`src/rtl/lpc_ctrl_pkg.sv`:
```
// Shared constants, register map and solve-FSM state type for the LPC frame controller.
package lpc_ctrl_pkg;

    localparam int unsigned DATA_W = 16;
    localparam int unsigned LEN_W  = 11;
    localparam int unsigned IDX_W  = 11;

    localparam logic [15:0] ADDR_FRAME_LEN = 16'h0000;
    localparam logic [15:0] ADDR_CTRL      = 16'h0001;
    localparam logic [15:0] ADDR_STATUS    = 16'h0002;
    localparam logic [15:0] ADDR_FRAME_CNT = 16'h0003;

    localparam int unsigned CTRL_RUN     = 0;
    localparam int unsigned CTRL_IRQ_EN  = 1;
    localparam int unsigned CTRL_CLEAR   = 2;
    localparam int unsigned STAT_BUSY    = 0;
    localparam int unsigned STAT_OVERRUN = 1;
    localparam int unsigned STAT_DONE    = 2;

    localparam int unsigned FRAME_LEN_DEF = 240;
    localparam int unsigned FRAME_LEN_LO  = 16;
    localparam int unsigned FRAME_LEN_HI  = 1024;

    typedef enum logic [1:0] {
        IDLE  = 2'd0,
        START = 2'd1,
        WAIT  = 2'd2,
        LATCH = 2'd3
    } solve_state_t;

    function automatic logic [LEN_W-1:0] clamp_len(input logic [15:0] wd,
                                                   input int unsigned lo,
                                                   input int unsigned hi);
        if (32'(wd) < lo)      return LEN_W'(lo);
        else if (32'(wd) > hi) return LEN_W'(hi);
        else                   return LEN_W'(wd);
    endfunction

endpackage

```
`src/rtl/lpc_tick_sync.sv`:
```
// Synchronizes the sample clock into the system domain and emits a one-cycle tick per rising edge.
module lpc_tick_sync #(
    parameter int unsigned SYNC_STAGES = 2
) (
    input  logic i_clk,
    input  logic i_rst_n,
    input  logic i_d,
    output logic o_tick_c
);

    logic [SYNC_STAGES-1:0] r_sync;
    logic                   r_prev;

    always_ff @(posedge i_clk or negedge i_rst_n) begin
        if (!i_rst_n) begin
            r_sync <= '0;
            r_prev <= 1'b0;
        end else begin
            r_sync <= (r_sync << 1) | SYNC_STAGES'(i_d);
            r_prev <= r_sync[SYNC_STAGES-1];
        end
    end

    assign o_tick_c = r_sync[SYNC_STAGES-1] & ~r_prev;

endmodule

```
`src/rtl/lpc_frame_ctrl.sv`:
```
// LPC frame sequencer: sample strobes, frame counting, solver handshake and host registers.
// Optional LPC_CTRL_IRQ_EN adds the irq output and CTRL.irq_en storage.
module lpc_frame_ctrl
    import lpc_ctrl_pkg::*;
#(
    parameter int unsigned FRAME_LEN_RST = FRAME_LEN_DEF,
    parameter int unsigned FRAME_LEN_MIN = FRAME_LEN_LO,
    parameter int unsigned FRAME_LEN_MAX = FRAME_LEN_HI,
    parameter int unsigned SYNC_STAGES   = 2
) (
    input  logic        clk,
    input  logic        rst,
    input  logic        d_clk,
    input  logic        v,
    input  logic [15:0] address,
    input  logic        read,
    input  logic        write,
    input  logic [15:0] writedata,
    output logic [15:0] readdata,
    output logic        samp_en,
    output logic        frame_first,
    output logic        solve_start,
    input  logic        solve_done,
    output logic        coef_latch,
    output logic [15:0] frame_cnt,
    output logic        irq
);

    logic               w_tick;
    logic               w_accept;
    logic               w_last;
    logic               w_frame_end;
    logic [IDX_W-1:0]   r_idx;
    logic [LEN_W-1:0]   r_len;
    logic [LEN_W-1:0]   r_len_act;
    logic               r_frame_end;
    logic               r_run;
    logic               w_irq_en;
    logic               r_overrun;
    logic               r_done;
    logic [15:0]        r_frame_cnt;
    logic [15:0]        r_readdata;
    logic [15:0]        w_rdata;
    logic               r_samp_en;
    logic               r_frame_first;
    logic               r_solve_start;
    logic               r_coef_latch;
    solve_state_t       r_state;
    solve_state_t       w_state_nxt;
    logic               w_enter_latch;
    logic               w_drop;
    logic               w_wr_len;
    logic               w_wr_ctrl;
    logic               w_wr_stat;
    logic               w_clear;

    lpc_tick_sync #(.SYNC_STAGES(SYNC_STAGES)) u_tick_sync (
        .i_clk    (clk),
        .i_rst_n  (rst),
        .i_d      (d_clk),
        .o_tick_c (w_tick)
    );

    assign w_accept    = w_tick & r_run & v;
    assign w_last      = (r_idx == IDX_W'(r_len_act - LEN_W'(1)));
    assign w_frame_end = w_accept & w_last;

    // Sample index; active length reloads at each frame boundary and while stopped.
    always_ff @(posedge clk or negedge rst) begin
        if (!rst) begin
            r_idx         <= '0;
            r_len_act     <= LEN_W'(FRAME_LEN_RST);
            r_samp_en     <= 1'b0;
            r_frame_first <= 1'b0;
            r_frame_end   <= 1'b0;
        end else begin
            if (!r_run) begin
                r_idx     <= '0;
                r_len_act <= r_len;
            end else if (w_accept) begin
                r_idx <= w_last ? '0 : r_idx + IDX_W'(1);
                if (w_last) r_len_act <= r_len;
            end
            r_samp_en     <= w_accept;
            r_frame_first <= w_accept & (r_idx == '0);
            r_frame_end   <= w_frame_end;
        end
    end

    always_comb begin
        w_state_nxt = r_state;
        unique case (r_state)
            IDLE:    if (r_frame_end) w_state_nxt = START;
            START:   w_state_nxt = WAIT;
            WAIT:    if (solve_done) w_state_nxt = LATCH;
            LATCH:   w_state_nxt = IDLE;
            default: w_state_nxt = IDLE;
        endcase
    end

    assign w_enter_latch = (r_state == WAIT) & solve_done;
    assign w_drop        = r_frame_end & (r_state != IDLE);

    always_ff @(posedge clk or negedge rst) begin
        if (!rst) begin
            r_state       <= IDLE;
            r_solve_start <= 1'b0;
            r_coef_latch  <= 1'b0;
        end else begin
            r_state       <= w_state_nxt;
            r_solve_start <= (w_state_nxt == START);
            r_coef_latch  <= (w_state_nxt == LATCH);
        end
    end

    assign w_wr_len  = write & (address == ADDR_FRAME_LEN);
    assign w_wr_ctrl = write & (address == ADDR_CTRL);
    assign w_wr_stat = write & (address == ADDR_STATUS);
    assign w_clear   = w_wr_ctrl & writedata[CTRL_CLEAR];

    // Clear beats W1C, which beats a same-cycle set.
    always_ff @(posedge clk or negedge rst) begin
        if (!rst) begin
            r_len       <= LEN_W'(FRAME_LEN_RST);
            r_run       <= 1'b0;
            r_overrun   <= 1'b0;
            r_done      <= 1'b0;
            r_frame_cnt <= '0;
        end else begin
            if (w_wr_len)  r_len <= clamp_len(writedata, FRAME_LEN_MIN, FRAME_LEN_MAX);
            if (w_wr_ctrl) r_run <= writedata[CTRL_RUN];
            if (w_clear)            r_frame_cnt <= '0;
            else if (w_enter_latch) r_frame_cnt <= r_frame_cnt + 16'd1;
            if (w_clear)                                r_done <= 1'b0;
            else if (w_wr_stat && writedata[STAT_DONE]) r_done <= 1'b0;
            else if (w_enter_latch)                     r_done <= 1'b1;
            if (w_clear)                                   r_overrun <= 1'b0;
            else if (w_wr_stat && writedata[STAT_OVERRUN]) r_overrun <= 1'b0;
            else if (w_drop)                               r_overrun <= 1'b1;
        end
    end

`ifdef LPC_CTRL_IRQ_EN
    logic r_irq_en;
    logic r_irq;

    always_ff @(posedge clk or negedge rst) begin
        if (!rst) begin
            r_irq_en <= 1'b0;
            r_irq    <= 1'b0;
        end else begin
            if (w_wr_ctrl) r_irq_en <= writedata[CTRL_IRQ_EN];
            r_irq <= r_done & r_irq_en;
        end
    end

    assign w_irq_en = r_irq_en;
    assign irq      = r_irq;
`else
    assign w_irq_en = 1'b0;
    assign irq      = 1'b0;
`endif

    always_comb begin
        w_rdata = '0;
        unique case (address)
            ADDR_FRAME_LEN: w_rdata = 16'(r_len);
            ADDR_CTRL:      w_rdata = {14'd0, w_irq_en, r_run};
            ADDR_STATUS:    w_rdata = {13'd0, r_done, r_overrun, (r_state != IDLE)};
            ADDR_FRAME_CNT: w_rdata = r_frame_cnt;
            default:        w_rdata = '0;
        endcase
    end

    always_ff @(posedge clk or negedge rst) begin
        if (!rst)      r_readdata <= '0;
        else if (read) r_readdata <= w_rdata;
    end

    assign readdata    = r_readdata;
    assign samp_en     = r_samp_en;
    assign frame_first = r_frame_first;
    assign solve_start = r_solve_start;
    assign coef_latch  = r_coef_latch;
    assign frame_cnt   = r_frame_cnt;

endmodule

```
`config.mk`:
```
export PLATFORM = sky130hd
export DESIGN_NAME = lpc_frame_ctrl
export DESIGN_NICKNAME = d
export VERILOG_FILES = /design/src/rtl/lpc_ctrl_pkg.sv /design/src/rtl/lpc_tick_sync.sv /design/src/rtl/lpc_frame_ctrl.sv
export SDC_FILE = /design/constraint.sdc
export NUM_CORES = 1
export LEC_CHECK = 0
export CORE_ASPECT_RATIO = 2
export CORE_MARGIN = 4
export CORE_UTILIZATION = 47
export CTS_BUF_LIST = sky130_fd_sc_hd__clkbuf_4 sky130_fd_sc_hd__clkbuf_8 sky130_fd_sc_hd__clkbuf_16
export DETAILED_ROUTE_END_ITERATION = 6
export GPL_TIMING_DRIVEN = 0
export MAX_ROUTING_LAYER = met4
export PLACE_DENSITY = 0.81
export SKIP_LAST_GASP = 1
export SLEW_MARGIN = 20
export SYNTH_ARGS = -nofsm -noshare
export SYNTH_HDL_FRONTEND = slang
export SYNTH_HIERARCHICAL = 1
export SYNTH_SLANG_ARGS = --single-unit
```
`constraint.sdc`:
```
create_clock -name clk -period 2.2 [get_ports clk]
set_input_delay 0.33 -clock clk [delete_from_list [all_inputs] [get_ports clk]]
set_output_delay 0.33 -clock clk [all_outputs]
set_load 0.02 [all_outputs]
```
==> results.cfg <==
[status]
status = finished, violations left
failed_checks = negative setup slack

[power]
peakVddDrop_uv = 448
power.total_mw = 3.85
power_leakage_nw = 2.24
p_per_area_nw_per_um2 = 724

[final_layout]
syn_to_final_growth_pct = 34.8
num-nets-final = 517
antenna_cells = 0
final_design_area_no_fill_sq_um = 5320
fillers = 644
drive_above_1_share_pct = 16.1

[worst_hold_path]
min_path_type = flip-flop to flip-flop

[synth]
ys.flop_type = dfrtp_1
synth.avg_cell_area_sq_um = 10.3
ys_seq_elements = 78
synth.yosys.seq_area_share_pct = 49.7
synthArstFlopShare_pct = 100
synth_area_leaders = dfrtp_1 (44%), dfstp_2 (5.3%), xor2_1 (4.2%)
synth_warnings = 6
synth_cells = 385
yosysMostFrequentCell = dfrtp_1
syn_nets = 430
yosysTopAreaCell = dfrtp_1
synth_top_area_share_pct = 44.4
synth_area_sq_um = 3950
synthDistinctLibCells = 56
synth_edf_count = 0
synthTopCellsByCount = dfrtp_1 (70), nor2_1 (41), nand3_1 (21)

[setup_path]
r2r_cells = 9
end_kind = flip-flop
rr_endpoint = r_len_act[3]
worst_ep_required_time_ns = 2.42
crit_path_end = r_len_act[3]
worst_ep_arrival_time_ns = 2.78
crit_type = flip-flop to flip-flop
start_kind = flip-flop
startpoint = r_len_act[0]
crit_fanout = 5
timing.rr.start = r_len_act[0]
r2r_slack_ns = -0.36

[sta]
skew_ns = 0.00546
fin_ws_ns = -0.355
fin_tns_setup_ns = -4.51
rsz0062_at_grt = yes
setup_violations = 20
final_max_slew_viol_count = 0
min_period_ns = 2.56
worst_pin_slew_ns = 0.722
finalHoldViolCount = 0
fmax_mhz = 391
finalCritPeriodShare_pct = 116
relSlewSlack_pct = 51.5

[placed_design]
dp_slack_ns = -0.792
gp_congestion = 0.890
dpl.hpwl_microns = 7970
port_buffers = 73
placed_area_sq_um = 4840

[flow_run]
maxCapViolCount = 0

[global_route]
antenna_found_initial = 0
grt_pass1_wl_microns = 17100
grt_usage_pct = 23.3
grt_max_degree = 51
first_global_vias = 3544
overflow = 0

[clock_network]
cts_max_path_buffers = 2
clock_sink_count = 78
path_clk_slew_ns = 0.06
cts_tree = done
insertion_delay_ns = 0.34
cts_buffers = 9
cts_max_level = 3
ctsRootBufferMaster = clkbuf_16

[floorplanning]
io_pins = 76
design.die.area_sq_um = 10000
core_area_sq_um = 8230
start_util_pct = 47.9
die_width_microns = 72.8
std_cell_rows = 47
die_y_microns = 138

[route]
drt_pass1_iterations = 4
avgViaCountPerCell = 5.69
drt_iter0_markers = 227
drtAntennaViolNets = 0
wl_per_cell_microns = 18.9
via_count = 3273
wl_microns = 10900
drc = 0
where the power goes:
part	leakage [nW]	switching, mW	internal (mW)
Sequential	1.02	0.0914	1.53
Clock	0.154	0.590	1.02
Combinational	1.07	0.322	0.304
Total	2.24	1.00	2.85
cells in the final DEF (no fill, tap or decap), types with 3 or more instances in the layout:
cell type / n
a21oi_1: 13
a22o_1: 6
a22oi_1: 8
a31oi_1: 5
a32o_1: 5
and2_1: 6
and3_1: 8
buf_4: 5
buf_6: 3
clkbuf_1: 8
clkbuf_16: 10
clkdlybuf4s50_1: 72
dfrtp_1: 69
dfstp_2: 8
ha_1: 5
inv_1: 17
mux2_2: 3
mux2_4: 11
mux2i_1: 3
nand2_1: 20
nand3_1: 20
nand4_1: 4
nor2_1: 40
nor2b_1: 5
nor3_1: 11
nor4_1: 7
o21ai_0: 13
or3_1: 4
xnor2_1: 13
xor2_1: 19
state kept, by name (all words and copies together), names as in the netlist, 2 cells and up:
register            cells
r_len                  11
frame_cnt              16
r_len_act              11
u_tick_sync/r_sync      2
r_idx                  11
readdata               16
r_state                 2
cell type report:
cell class	instances	area [sq um]	area share [%]
timing repair buffer	82	847	15.9
tap	98	123	2.30
clock inverter	6	85.1	1.60
buffer	12	62.6	1.18
multi-input combinational	269	1930	36.2
sequential	78	1960	36.9
clock buffer	10	239	4.49
inverter	20	75.1	1.41
cells by family after synthesis:
| family | synth area share (%) |
|---|---|
| simple gates | 19.4 |
| flops | 49.7 |
| compound gates | 12.0 |
| buf+inv | 3.93 |
| xor+xnor | 7.32 |
| mux | 5.61 |
| fa+ha+maj | 1.90 |
| other cells | 0.0950 |
stage by stage:
| step | hold slack (ns) | utilization, % | cells |
|---|---|---|---|
| floorplan | 0.0344 | - | 385 |
| detailed placement | 0.288 | 58.8 | 557 |
| global route | 0.352 | 64.6 | 575 |
| global placement | 0.339 | 58.5 | 556 |
| finish | 0.346 | 64.6 | 575 |
| CTS | 0.347 | 64.0 | 576 |
critical path: stages, from the launching register on:
cell and delay (ns):
dfrtp_1 0.39, inv_2 0.08, ha_4 0.14, or4b_4 0.51
nor3b_4 0.23, xnor2_2 0.12, and4_4 0.21, a31oi_4 0.27
buf_8 0.18, mux2_4 0.30
worst min path at each step:
stage | from | depth (start not counted) | slack (ns) | to
after floorplan | rst | 0 | 0.03 | coef_latch
after global placement | u_tick_sync/r_sync[0] | 0 | 0.34 | u_tick_sync/r_sync[1]
after detailed placement | rst | 1 | 0.29 | u_tick_sync/r_sync[1]
after CTS | u_tick_sync/r_sync[0] | 0 | 0.35 | u_tick_sync/r_sync[1]
after global routing | u_tick_sync/r_sync[0] | 0 | 0.35 | u_tick_sync/r_sync[1]
final | u_tick_sync/r_sync[0] | 0 | 0.35 | u_tick_sync/r_sync[1]
what timing repair did:
action	CTS	global route
hold buffers	1	0
setup endpoints to repair	46	46
pin swaps	4	4
buffers inserted	4	2
resized for setup	14	14
cloned	1	0
endpoints found under the hold margin	28	0
metal layers:
| layer | vias to the layer above | share of wire [%] | GRT usage [%] |
|---|---|---|---|
| met5 | - | 0 | - |
| met4 | 0 | 2.6 | 11.2 |
| met3 | 24 | 2.7 | 3.07 |
| met2 | 81 | 59 | 42.9 |
| met1 | 1632 | 36 | 23.5 |
| li1 | 1536 | - | - |
No activity file was read; power rests on OpenSTA's default activity.
